<file path="src/rtl/disp_bin2bcd.sv">
// Sequential shift-add-3 binary-to-BCD converter feeding the seven-segment digit mux.
// Optional leading-zero blanking of upper digits when DISP_BCD_LZB_EN is defined.
module disp_bin2bcd #(
  parameter int BIN_W = 14
) (
  input  logic             clk,
  input  logic             reset,
  input  logic             start,
  input  logic [BIN_W-1:0] bin,
  output logic             busy,
  output logic             done,
  output logic [15:0]      bcd,
  output logic             ovf
);

  typedef enum logic [1:0] {
    IDLE  = 2'd0,
    SHIFT = 2'd1,
    DONE  = 2'd2
  } state_t;

  state_t           state_q, state_d;
  logic [BIN_W-1:0] b_q, b_d;
  logic [15:0]      s_q, s_d;
  logic [15:0]      s_adj;
  logic [3:0]       cnt_q, cnt_d;
  logic             sat_q, sat_d;
  logic [15:0]      bcd_q, bcd_d;
  logic             ovf_q, ovf_d;
  logic             busy_q, busy_d;
  logic             done_q, done_d;
  logic [13:0]      bin_ext;

  // Nibble-wise correction: each digit >= 5 gets +3 before the shift, no inter-digit carry.
  function automatic logic [15:0] add3(input logic [15:0] v);
    logic [15:0] r;
    r = v;
    for (int i = 0; i < 4; i++) begin
      if (r[4*i +: 4] >= 4'd5) begin
        r[4*i +: 4] = r[4*i +: 4] + 4'd3;
      end else begin
        r[4*i +: 4] = r[4*i +: 4];
      end
    end
    return r;
  endfunction

  function automatic logic [15:0] blank_lz(input logic [15:0] v);
    logic [15:0] r;
    r = v;
`ifdef DISP_BCD_LZB_EN
    if (v[15:12] == 4'd0) begin
      r[15:12] = 4'hF;
      if (v[11:8] == 4'd0) begin
        r[11:8] = 4'hF;
        if (v[7:4] == 4'd0) begin
          r[7:4] = 4'hF;
        end else begin
          r[7:4] = v[7:4];
        end
      end else begin
        r[11:8] = v[11:8];
      end
    end else begin
      r[15:12] = v[15:12];
    end
`endif
    return r;
  endfunction

  assign bin_ext = 14'(bin);

  // Next-state and datapath logic for IDLE/SHIFT/DONE.
  always_comb begin
    state_d = state_q;
    b_d     = b_q;
    s_d     = s_q;
    s_adj   = add3(s_q);
    cnt_d   = cnt_q;
    sat_d   = sat_q;
    bcd_d   = bcd_q;
    ovf_d   = ovf_q;
    case (state_q)
      IDLE: begin
        if (start) begin
          b_d     = bin;
          s_d     = 16'h0000;
          cnt_d   = 4'(BIN_W);
          sat_d   = (bin_ext > 14'd9999);
          state_d = SHIFT;
        end else begin
          state_d = IDLE;
        end
      end
      SHIFT: begin
        s_d   = {s_adj[14:0], b_q[BIN_W-1]};
        b_d   = {b_q[BIN_W-2:0], 1'b0};
        cnt_d = cnt_q - 4'd1;
        if (cnt_q == 4'd1) begin
          bcd_d   = sat_q ? 16'h9999 : blank_lz(s_d);
          ovf_d   = sat_q;
          state_d = DONE;
        end else begin
          state_d = SHIFT;
        end
      end
      DONE: begin
        state_d = IDLE;
      end
      default: begin
        state_d = IDLE;
      end
    endcase
    busy_d = (state_d == SHIFT);
    done_d = (state_d == DONE);
  end

  // State and output registers with synchronous reset.
  always_ff @(posedge clk) begin
    if (reset) begin
      state_q <= IDLE;
      b_q     <= '0;
      s_q     <= 16'h0000;
      cnt_q   <= 4'd0;
      sat_q   <= 1'b0;
      bcd_q   <= 16'h0000;
      ovf_q   <= 1'b0;
      busy_q  <= 1'b0;
      done_q  <= 1'b0;
    end else begin
      state_q <= state_d;
      b_q     <= b_d;
      s_q     <= s_d;
      cnt_q   <= cnt_d;
      sat_q   <= sat_d;
      bcd_q   <= bcd_d;
      ovf_q   <= ovf_d;
      busy_q  <= busy_d;
      done_q  <= done_d;
    end
  end

  assign busy = busy_q;
  assign done = done_q;
  assign bcd  = bcd_q;
  assign ovf  = ovf_q;

endmodule
</file>
<file path="config.mk">
export PLATFORM = sky130hd
export DESIGN_NAME = disp_bin2bcd
export DESIGN_NICKNAME = d
export VERILOG_FILES = /design/src/rtl/disp_bin2bcd.sv
export SDC_FILE = /design/constraint.sdc
export NUM_CORES = 1
export LEC_CHECK = 0
export ABC_AREA = 1
export CAP_MARGIN = 20
export CORE_MARGIN = 3
export CORE_UTILIZATION = 52
export DETAILED_ROUTE_END_ITERATION = 16
export PLACE_DENSITY = 0.77
export SETUP_SLACK_MARGIN = 0.3
export SYNTH_ARGS = -nofsm -noshare
export SYNTH_HDL_FRONTEND = slang
export SYNTH_SLANG_ARGS = --single-unit
</file>
<file path="constraint.sdc">
create_clock -name clk -period 3.9 [get_ports clk]
set_input_delay 0.78 -clock clk [delete_from_list [all_inputs] [get_ports clk]]
set_output_delay 0.78 -clock clk [all_outputs]
set_load 0.02 [all_outputs]
</file>
==> out/qor.yml <==
crit_chain: "clkdlybuf4s50_1 > o21ai_2 > buf_4 > nand2_1 > a21oi_1"
worst_pin_slew_ns: 0.512
ys_ff_latch: 56
die_y_um: 76.3
post_cts_buffers: 0
routed_via_density: 5.30
fillers: 447
rr_startpoint: "state_q[0]"
synth_area_um2: 2570
cts_sinks: 56
core_um2: 4560
cpPeakStageDelay_ns: 0.67
period_needed_ns: 2.10
drcViolationCount: 0
drive_gt1_share_pct: 4.11
pwr-share-comb_pct: 10.4
synth.avg_cell_area_um2: 7.13
leakagePower_uw: 0.00116
grt_max_degree: 46
drtIter0Drc: 157
htreeDepth: 2
gp_congestion: 0.875
async_flop_share_pct: 0
hp-start: "bcd[1]"
cap_violations: 0
cts_tree: "built"
critPathRequiredTime_ns: 4.15
slew_headroom_pct: 65.8
yosysSeqAreaShare_pct: 43.7
cts_root_buf: "clkbuf_8"
clkLatencyLatePin_ns: 0.31
antenna_found_initial: 0
total_power_uw: 1040
start_util_pct: 56.2
wl_per_cell_um: 12.4
synth_most_common_cell: "nand2_1"
n_antenna_cell: 0
timing.rr.end: "bcd[13]"
vias: 2406
synth_warnings: 0
critPathCaptureType: "register"
finalCritPeriodShare_pct: 53.7
criticalPathCategory: "in -> reg"
dr.pass1.iters: 4
cts_hold_buf: 0
hp-class: "reg -> reg"
synth_top_cell_area_share_pct: 43.7
port_buffers: 35
outcome: "finished, final reports clean"
synth_edf_count: 0
yosys-top-cells-count: "116 x nand2_1, 56 x dfxtp_1, 36 x a21oi_1"
internal_power_uw: 775
cp-endpoint: "s_q[15]"
p_seq_share_pct: 57.9
postSynthCellCount: 360
ctsResizeCount: 0
critPathSlowestCell: "clkdlybuf4s50_1"
clk_pin_slew_ns: 0.10
area_growth_pct: 18.5
ys_types: 21
fin_tns_setup_ns: 0
num-nets-final: 415
yosys-top-cells-area: "dfxtp_1 44%, nand2_1 17%, a21oi_1 7.0%, inv_1 5.1%, nand4_1 5.1%"
die-area_um2: 5820
rows: 24
switchingPower_uw: 263
irDropWorstVdd_uv: 257
dieWidth_um: 76.3
worstPathMaxFanout: 31
ctsLongestPathBuffers: 2
ff2ff_path_depth: 6
fmax_ghz: 0.477
synth_top_area_cell: "dfxtp_1"
routed_wirelength_um: 5630
cp-start-kind: "input port"
synth_ff_type: "dfxtp_1"
rsz0062_at_grt: "false"
ant_nets: 0
r2r_slack_ns: 2.14
grt_usage_pct: 19.8
clock_skew_ns: 0.0111
slew_viol_final: 0
power_density_nw_per_um2: 341
overflow: 0
ioPinCount: 36
cts_buffers: 5
worstSetupStartpoint: "start"
final_hold_viol_count: 0
setup_viol: 0
p_clk_share_pct: 31.7
grt_pass1_wl_um: 9650
grt_pass1_vias: 2179
detailed_place_hpwl_um: 3730
switching_share_pct: 25.3
worstPathArrival_ns: 2.34
synth_nets: 387
==> critical path, delay by kind of cell <==
| kind | cells | cell delay, ns |
|---|---|---|
| buf+inv | 2 | 1.01 |
| compound gates | 2 | 0.44 |
| simple gates | 1 | 0.10 |
==> power by group through the flow <==
stage               registers, uW  logic [uW]  clock network (uW)
global placement              614         106                   0
CTS                           601         108                 335
floorplan                     616        64.6                   0
finish                        601         108                 330
detailed placement            614         108                   0
global route                  603         120                 354
==> metrics by stage <==
step	instance area [um^2]	setup slack (ns)	hold WS [ns]	cells	util (%)
global route	3040	1.68	0.487	454	66.7
finish	3040	1.80	0.468	454	66.7
floorplan	2570	2.41	0.440	360	-
global placement	2950	1.57	0.452	446	64.6
detailed placement	2950	1.48	0.455	446	64.6
CTS	3040	1.81	0.470	454	66.7
==> placed cells by master, fill, tap and decap left out, types with 2 or more instances in the layout <==
cell type | netlist | final
ha_1 | 10 | 10
o21ai_0 | 18 | 18
nand3_1 | 18 | 18
buf_4 | 0 | 3
clkbuf_8 | 0 | 6
inv_1 | 35 | 35
nor2_4 | 2 | 2
dfxtp_1 | 56 | 56
a31oi_1 | 13 | 13
nor2_1 | 12 | 12
nand4_1 | 21 | 21
clkdlybuf4s50_1 | 0 | 35
clkinv_2 | 0 | 2
a21oi_1 | 36 | 36
nand2_1 | 116 | 116
==> worst min-delay path by stage <==
stage                     cells past startpoint      to  slack [ns]
final                                         2  bcd[1]        0.47
after global routing                          2  bcd[1]        0.49
after CTS                                     2  bcd[1]        0.47
after detailed placement                      2  bcd[1]        0.46
after global placement                        2  bcd[6]        0.45
after floorplan                               2  b_q[0]        0.44
==> per-layer routing <==
layer	wire length (um)	global-route usage, %	up-vias
met5	0	0	-
met4	97	8.15	0
met3	241	3.90	11
met2	2620	32.5	61
met1	2670	25.3	1081
li1	-	-	1253
==> final cells by class <==
type | count | area (um^2) | share of cell area, %
Clock inverter | 2 | 10.0 | 0.329
Multi-Input combinational cell | 251 | 1240 | 40.7
Inverter | 36 | 135 | 4.44
Timing Repair Buffer | 38 | 373 | 12.3
Tap cell | 65 | 81.3 | 2.67
Sequential cell | 56 | 1120 | 36.8
Clock buffer | 6 | 82.6 | 2.71
==> state kept, by name (all words and copies together), names as in the netlist <==
signal,flops
bcd,16
s_q,16
b_q,14
cnt_q,4
state_q,2
busy,1
done,1
ovf,1
sat_q,1
==> cell families after synthesis <==
family / share of synthesized area [%]
and+or+nand+nor: 29.0
AOI/OAI and AO/OA: 14.2
DFF: 43.7
adders and majority gates: 4.87
buffers and inverters: 8.19
Power figures use the tool's default switching activity.
